[src/rtl/svm_mem_pkg.sv]
// Shared RAM geometry, reader FSM states and stall-counter width for the SVM memory path.
// Optional stall counter in the reader is enabled by BRAM_RD_STALL_CNT_EN.
package svm_mem_pkg;

  localparam int RAM_ADDR_WIDTH = 10;
  localparam int RAM_DATA_WIDTH = 8;
  localparam int STALL_CNT_W    = 16;

  typedef enum logic [1:0] {
    IDLE  = 2'd0,
    READ  = 2'd1,
    DRAIN = 2'd2,
    DONE  = 2'd3
  } rd_state_e;

endpackage

[src/rtl/sync_fifo2.sv]
// Purpose: 2-entry first-word-fall-through FIFO carrying a data word and a last flag.
// Latency: a push is visible at the head the cycle after it is written.
// Backpressure: none internal; the producer must not push into a full FIFO.
module sync_fifo2
  import svm_mem_pkg::*;
#(
  parameter int DATA_WIDTH = RAM_DATA_WIDTH
) (
  input  logic                  clk,
  input  logic                  rst_n,
  input  logic                  push,
  input  logic [DATA_WIDTH-1:0] push_data,
  input  logic                  push_last,
  input  logic                  pop,
  output logic [1:0]            count,
  output logic [DATA_WIDTH-1:0] head_data,
  output logic                  head_last
);

  logic [DATA_WIDTH-1:0] tail_data;
  logic                  tail_last;

  always_ff @(posedge clk) begin
    if (!rst_n) begin
      count     <= 2'd0;
      head_data <= '0;
      head_last <= 1'b0;
      tail_data <= '0;
      tail_last <= 1'b0;
    end else begin
      case ({push, pop})
        2'b10: begin
          if (count == 2'd0) begin
            head_data <= push_data;
            head_last <= push_last;
          end else begin
            tail_data <= push_data;
            tail_last <= push_last;
          end
          count <= count + 2'd1;
        end
        2'b01: begin
          head_data <= tail_data;
          head_last <= tail_last;
          count     <= count - 2'd1;
        end
        2'b11: begin
          // Simultaneous push/pop keeps the count; the new word lands behind any survivor.
          if (count == 2'd1) begin
            head_data <= push_data;
            head_last <= push_last;
          end else begin
            head_data <= tail_data;
            head_last <= tail_last;
            tail_data <= push_data;
            tail_last <= push_last;
          end
        end
        default: ;
      endcase
    end
  end

endmodule

[src/rtl/bram_stream_reader.sv]
// Purpose: reads len words from base_addr out of the block RAM and streams them with valid/ready.
// Latency: start at T -> ram_re at T+1 -> m_valid at T+3; then one word per cycle.
// Backpressure: m_ready low throttles reads via a 2-entry FIFO; optional stall_cnt (BRAM_RD_STALL_CNT_EN).
module bram_stream_reader
  import svm_mem_pkg::*;
#(
  parameter int ADDR_WIDTH = RAM_ADDR_WIDTH,
  parameter int DATA_WIDTH = RAM_DATA_WIDTH,
  parameter int LEN_WIDTH  = ADDR_WIDTH + 1
) (
  input  logic                   clk,
  input  logic                   rst_n,
  input  logic                   start,
  input  logic [ADDR_WIDTH-1:0]  base_addr,
  input  logic [LEN_WIDTH-1:0]   len,
  output logic                   busy,
  output logic                   done,
  output logic                   ram_re,
  output logic [ADDR_WIDTH-1:0]  ram_addr,
  input  logic [DATA_WIDTH-1:0]  ram_do,
  output logic [DATA_WIDTH-1:0]  m_data,
  output logic                   m_valid,
  output logic                   m_last,
  input  logic                   m_ready
`ifdef BRAM_RD_STALL_CNT_EN
  ,
  output logic [STALL_CNT_W-1:0] stall_cnt
`endif
);

  rd_state_e            state;
  logic [LEN_WIDTH-1:0] rem;
  logic                 inflight;
  logic                 inflight_last;
  logic [1:0]           fifo_count;
  logic [2:0]           occ;
  logic                 pop;
  logic                 rd_last;
  logic                 drain_exit;

  sync_fifo2 #(
    .DATA_WIDTH (DATA_WIDTH)
  ) u_fifo (
    .clk       (clk),
    .rst_n     (rst_n),
    .push      (inflight),
    .push_data (ram_do),
    .push_last (inflight_last),
    .pop       (pop),
    .count     (fifo_count),
    .head_data (m_data),
    .head_last (m_last)
  );

  assign m_valid = (fifo_count != 2'd0);
  assign pop     = m_valid & m_ready;
  assign occ     = {1'b0, fifo_count} + {2'b00, inflight} - {2'b00, pop};
  // ram_re uses this cycle's pop so a full-rate stream keeps issuing one read per cycle.
  assign ram_re  = (state == READ) && (occ < 3'd2);
  assign rd_last = (rem == LEN_WIDTH'(1));
  assign drain_exit = !inflight &&
                      ((fifo_count == 2'd0) || ((fifo_count == 2'd1) && pop));

  always_ff @(posedge clk) begin
    if (!rst_n) begin
      state         <= IDLE;
      busy          <= 1'b0;
      done          <= 1'b0;
      ram_addr      <= '0;
      rem           <= '0;
      inflight      <= 1'b0;
      inflight_last <= 1'b0;
    end else begin
      inflight      <= ram_re;
      inflight_last <= ram_re & rd_last;
      case (state)
        IDLE: begin
          done <= 1'b0;
          if (start) begin
            ram_addr <= base_addr;
            rem      <= len;
            busy     <= 1'b1;
            state    <= (len == '0) ? DONE : READ;
          end
        end
        READ: begin
          if (ram_re) begin
            ram_addr <= ram_addr + 1'b1;
            rem      <= rem - 1'b1;
            if (rd_last) state <= DRAIN;
          end
        end
        DRAIN: begin
          if (drain_exit) begin
            busy  <= 1'b0;
            done  <= 1'b1;
            state <= DONE;
          end
        end
        DONE: begin
          // Arriving from DRAIN the pulse is already up; a zero-length run raises it here.
          done  <= ~done;
          busy  <= 1'b0;
          state <= IDLE;
        end
        default: state <= IDLE;
      endcase
    end
  end

`ifdef BRAM_RD_STALL_CNT_EN
  always_ff @(posedge clk) begin
    if (!rst_n) begin
      stall_cnt <= '0;
    end else if ((state == IDLE) && start) begin
      stall_cnt <= '0;
    end else if (m_valid && !m_ready && (stall_cnt != '1)) begin
      stall_cnt <= stall_cnt + 1'b1;
    end
  end
`endif

endmodule

[config.mk]
export PLATFORM = sky130hd
export DESIGN_NAME = bram_stream_reader
export DESIGN_NICKNAME = d
export VERILOG_FILES = /design/src/rtl/svm_mem_pkg.sv /design/src/rtl/sync_fifo2.sv /design/src/rtl/bram_stream_reader.sv
export SDC_FILE = /design/constraint.sdc
export NUM_CORES = 1
export LEC_CHECK = 0
export CORE_MARGIN = 2
export CORE_UTILIZATION = 52
export DETAILED_ROUTE_END_ITERATION = 6
export HOLD_SLACK_MARGIN = 0.03
export PLACE_DENSITY = 0.82
export SLEW_MARGIN = 20
export SYNTH_ARGS = -nofsm -noshare
export SYNTH_HDL_FRONTEND = slang
export SYNTH_HIERARCHICAL = 1
export SYNTH_SLANG_ARGS = --single-unit
[constraint.sdc]
create_clock -name clk -period 4 [get_ports clk]
set_input_delay 0.6 -clock clk [delete_from_list [all_inputs] [get_ports clk]]
set_output_delay 0.6 -clock clk [all_outputs]
set_load 0.01 [all_outputs]
==> qor.txt, run 1 <==
Status - complete, no violations
Multi-input gate area - 1800 sq um
Post-route ant nets - 0
Critical Path Max Stage Delay - 490 ps
Area grow syn2layout - 22.7%
Max_cap viols - 0
GRT Total Usage - 0.224
Core Util, Final - 0.654
Ports - 56
Largest family of logic cells by synthesized area - compound AO/OA/AOI/OAI gates
Comb power frac - 0.529
Top_reg_cell synth - dfxtp_1
Num CTS Buffers - 5
Sw Share - 0.434
Synth top area share - 0.324
Worst setup startpoint - m_ready
Fmax achieved - 279 MHz
Syn Nets - 392
R2R depth - 9
Layout cells sized above 1 - 0.0982
Post-Synth XOR/XNOR Area - 0.00906
P_leak - 1.23 nW
Initial DRC count - 94
CP top delay family - buffers and inverters
Detailed-route via count - 2726
DR vias/cell - 5.94
Post-synthesis instance total - 342
Htree depth - 2
Ys Warns - 6
Final Skew - 8.21 ps
Synth Area in Adders - 0.0759
GPL Wtd Cong - 0.860
Reg-to-Reg Start - u_fifo/count[0]
Initial Utilization - 0.533
Post-DP HPWL - 5030 um
CTS Root Cell - clkbuf_8
Pre-CTS WS - 371 ps
Setup bufs post-CTS - 0
Grt total ovfl - 0
Total core area - 5440 sq um
Pin slew with the least headroom to its limit - 832 ps
Switch Pwr - 0.000978 W
CP Launch Type - primary input
Count leader, synth - dfxtp_1
IO buf count - 55
CP cell instances - clkdlybuf4s50_1 -> and2_1 -> ha_1 -> nand2b_1 -> fa_1 -> xor2_1 -> nor2_1 -> clkdlybuf4s50_1
Worst Hold Class - flip-flop to flip-flop
Distinct cells, synth - 60
Die Wd - 78.7 um
Max clock buf depth - 2
Flops & latches, synth - 47
Kind of end point of the critical path - output port
WS Path Type - primary input to output port
Post-route setup slack - 420 ps
Mapped Area - 2900 sq um
Nets - 436
Commonest cells in the synthesized netlist - 47 x dfxtp_1, 39 x a21oi_1, 30 x o21ai_0
Wirelength per Cell - 14.9 um
Flip-flop and latch area - 941 sq um
Async S/R FF share, synth - 0
Fin. Hold Viols - 0
WL final - 6840 um
Required time worst endpoint - 3400 ps
Pin count of the biggest net entering global routing - 40
Pwr Density - 633 nW/um^2
Number of global-route vias before repair - 2475
Clk sinks - 47
Initial antenna violation count - 0
Total power - 0.00225 W
Syn_area_per_cell - 8.48 sq um
Ant diodes - 0
Crit path DAT - 2980 ps
Hold Path Depth - 2
Buf/Inv on CP - 2
Min-Delay Startpoint - busy
DRC violations left - 0
Cell taking the most area after synthesis - dfxtp_1
Final worst-path cycle share - 0.895
Multiplexer area fraction after synthesis - 0.0108
Min Hold Slack - 478 ps
Seq/Total Area, Yosys - 0.324
Most frequent CP cell - clkdlybuf4s50_1
Die Y - 78.7 um
CTS Hold Buffers Added - 0
Post-route setup TNS - 0 ps
Synth top area cells - dfxtp_1 32%, ha_1 6.9%, a21oi_1 6.7%
Share of power burned in registers - 0.335
CP max stage cell - clkdlybuf4s50_1
Clk pwr share - 0.135
Peak VDD IR - 332 uV
Site Rows - 27
Post-cts sizing count - 0
Global-route wire length before repair - 11400 um
Fillcell total - 457
Pins over their slew limit - 0
RSZ-0062 raised after global routing - no
Slew HR - 0.440
Worst Path Max Fanout - 5
Fin crit period - 3580 ps
P_int - 0.00128 W
CTS tree - yes
Synth Area in Simple Gates - 0.194
Final Setup Violations - 0
DR pass1 iterations - 4
Clock Latency Late Sink - 310 ps
Clk slew on worst S/H paths - 90 ps
Die Area - 6190 sq um
Cell count along the critical path - 8
Number of enable flip-flop cells after synthesis - 0
Complex-gate fraction of the synthesized area - 0.332
==> placed cells by master, fill, tap and decap left out, types with 5 or more instances in the layout <==
cell	instances
inv_1	12
clkdlybuf4s50_1	55
o221a_2	6
ha_1	16
dfxtp_1	47
nor2_1	21
nor2b_1	10
clkbuf_8	5
a311oi_2	9
o31ai_1	11
and2_1	5
o211ai_1	11
a21oi_1	39
o21ai_0	30
a211oi_1	5
nand3_1	6
nand4_1	5
nand2_1	18
==> registers in the layout, summed over array words and instances, names as in the netlist <==
name / count
inflight: 1
u_fifo/count: 2
done: 1
u_fifo/tail_data: 8
u_fifo/head_last: 1
ram_addr: 10
state: 2
inflight_last: 1
u_fifo/head_data: 8
u_fifo/tail_last: 1
rem: 11
busy: 1
==> area by class of cell <==
class	count	share of cell area
Clock buffer	5	0.0193
Multi-Input combinational cell	259	0.507
Clock inverter	3	0.00668
Tap cell	72	0.0253
Inverter	14	0.0148
Timing Repair Buffer	59	0.163
Sequential cell	47	0.264
==> final timing paths <==
path / endpoint / slack [ps]
setup reg to reg: state[0] / 710
hold / removal: busy / 480
setup / recovery: ram_re / 420
hold reg to reg: busy / 480
==> routing by layer <==
layer | routed length [um] | vias up | track usage
li1 | - | 1380 | -
met1 | 3010 | 1275 | 0.276
met2 | 3460 | 65 | 0.397
met3 | 305 | 6 | 0.0443
met4 | 63 | 0 | 0.0649
met5 | 0 | - | 0
==> power by group through the flow <==
stage | Sequential, W | Clock, W | Combinational (W)
floorplan | 0.000758 | 0 | 0.000838
global placement | 0.000760 | 0 | 0.00116
detailed placement | 0.000762 | 0 | 0.00119
CTS | 0.000755 | 0.000310 | 0.00119
global route | 0.000781 | 0.000328 | 0.00132
finish | 0.000756 | 0.000305 | 0.00119
==> worst reg2reg max path, cell delays in order, from the launching register on <==
cell,delay (ps)
dfxtp_1,380
or2_2,330
and2_1,210
ha_1,270
nand2b_1,150
fa_1,520
or4b_1,440
or4_4,440
and2_2,210
o221a_1,250
==> kinds of logic (layout without fill, tap and decap cells) <==
kind of cell / count (synthesis) / in the layout
AOI/OAI and AO/OA: 135 / 135
and+or+nand+nor: 101 / 101
DFF: 47 / 47
buffers and inverters: 36 / 81
adders and majority gates: 17 / 17
xor gates and xnor gates: 3 / 3
muxes: 3 / 3
==> stage by stage <==
stage	instances	instance area (sq um)
2_1_floorplan	342	2900
3_3_place_gp	451	3470
3_5_place_dp	451	3470
4_1_cts	459	3560
5_1_grt	459	3560
6_report	459	3560
No activity file was read; power rests on OpenSTA's default activity.
==> inputs of run 2 (changes only) <==
Settings changed: CORE_UTILIZATION 52 to 40, PLACE_DENSITY 0.82 to 0.66.
==> run 2 against run 1 <==
  * Clock power increased by 20%
  * Combinational power about the same
  * Clock skew decreased by 4.6 ps
  * Count of clock-buffer cells in the layout unchanged
  * Highest routed layer unchanged
  * Power increased by 2.6%
  * Critical path depth unchanged
  * Core utilization decreased by 15 points
  * Largest power group unchanged
  * Setup slack got worse by 24 ps
  * Largest cell class unchanged
==> qor.txt, run 2 (same netlist as run 1, synthesis figures left out) <==
Setup bufs post-CTS - 0
Max clock buf depth - 2
GPL Wtd Cong - 0.794
RSZ-0062 raised after global routing - no
Required time worst endpoint - 3400 ps
Total power - 0.00231 W
Total core area - 7140 sq um
Grt total ovfl - 0
Clk pwr share - 0.158
Ant diodes - 0
Pins over their slew limit - 0
Site Rows - 31
Core Util, Final - 0.507
Switch Pwr - 0.000975 W
Num CTS Buffers - 5
Die Y - 89.2 um
Initial DRC count - 79
Htree depth - 2
Max_cap viols - 0
Initial Utilization - 0.407
Final worst-path cycle share - 0.901
WL final - 7140 um
CTS tree - yes
Post-cts sizing count - 0
Pin count of the biggest net entering global routing - 43
Worst Hold Class - flip-flop to flip-flop
DR vias/cell - 5.64
Clk sinks - 47
Fillcell total - 716
Fmax achieved - 278 MHz
Initial antenna violation count - 0
Final Setup Violations - 0
Layout cells sized above 1 - 0.0982
Slew HR - 0.436
Share of power burned in registers - 0.328
Largest registers - rem (11), ram_addr (10)
CP Launch Type - primary input
Global-route wire length before repair - 11700 um
Largest register FFs - 11
Worst Path Max Fanout - 5
Status - complete, no violations
Die Wd - 89.2 um
Commonest cells after routing, fill and taps aside - 55 x clkdlybuf4s50_1, 47 x dfxtp_1, 39 x a21oi_1
Clock Latency Late Sink - 310 ps
Flop-to-flop setup slack - 660 ps
Pre-CTS WS - 308 ps
Wirelength per Cell - 14.7 um
WS Path Type - primary input to output port
Ports - 56
Post-route ant nets - 0
P_leak - 1.25 nW
DR pass1 iterations - 4
Pin slew with the least headroom to its limit - 838 ps
Peak VDD IR - 283 uV
GRT Total Usage - 0.185
Detailed-route via count - 2740
Biggest register - rem
Fin crit period - 3600 ps
Post-route setup TNS - 0 ps
Post-route setup slack - 396 ps
Die Area - 7950 sq um
Commonest non-fill, non-tap cell in the layout - clkdlybuf4s50_1
IO buf count - 55
Kind of end point of the critical path - output port
Crit path DAT - 3000 ps
CTS Hold Buffers Added - 0
Fin. Hold Viols - 0
Area grow syn2layout - 24.6%
P_int - 0.00134 W
Final Skew - 3.57 ps
Pwr Density - 640 nW/um^2
Post-DP HPWL - 5230 um
DRC violations left - 0
Comb power frac - 0.513
Min Hold Slack - 482 ps
Clk slew on worst S/H paths - 90 ps
Number of global-route vias before repair - 2468
CTS Root Cell - clkbuf_8
Sw Share - 0.421
Nets - 436
==> run 2: power groups by stage <==
stage	registers [W]	clock network [W]	logic, W
finish	0.000760	0.000366	0.00119
global placement	0.000763	0	0.00118
global route	0.000782	0.000395	0.00132
CTS	0.000757	0.000376	0.00120
detailed placement	0.000765	0	0.00119
floorplan	0.000758	0	0.000838
==> run 2: through the flow <==
stage | instances | instance area (sq um)
after CTS | 486 | 3620
after global placement | 478 | 3500
final | 486 | 3620
after floorplan | 342 | 2900
after global routing | 486 | 3620
after detailed placement | 478 | 3500
==> run 2: critical path, cell delays in order <==
cell and delay [ps]:
clkdlybuf4s50_1 480, and2_1 200, ha_1 240, nand2b_1 150, fa_1 370, xor2_1 360, nor2_1 110, clkdlybuf4s50_1 490
==> run 2: path summary, 6_finish.rpt <==
check,cells after the start,start,to
min reg2reg,2,u_fifo/tail_data[2],u_fifo/tail_data[2]
min,2,u_fifo/tail_data[2],u_fifo/tail_data[2]
max,8,m_ready,ram_re
max reg2reg,10,u_fifo/count[0],rem[5]
==> run 2: cell type report <==
class | instances | area (sq um) | share of cell area
tap | 99 | 124 | 0.0343
sequential | 47 | 941 | 0.260
inverter | 14 | 52.6 | 0.0145
timing repair buffer | 59 | 581 | 0.161
clock inverter | 3 | 46.3 | 0.0128
multi-input combinational | 259 | 1800 | 0.499
clock buffer | 5 | 68.8 | 0.0190
==> run 2: metal layers <==
layer / vias up / routed length, um / global-route usage
met2: 54 / 3450 / 0.309
met5: - / 0 / 0
met3: 6 / 253 / 0.0462
met4: 0 / 81 / 0.0380
li1: 1380 / - / -
met1: 1300 / 3360 / 0.243
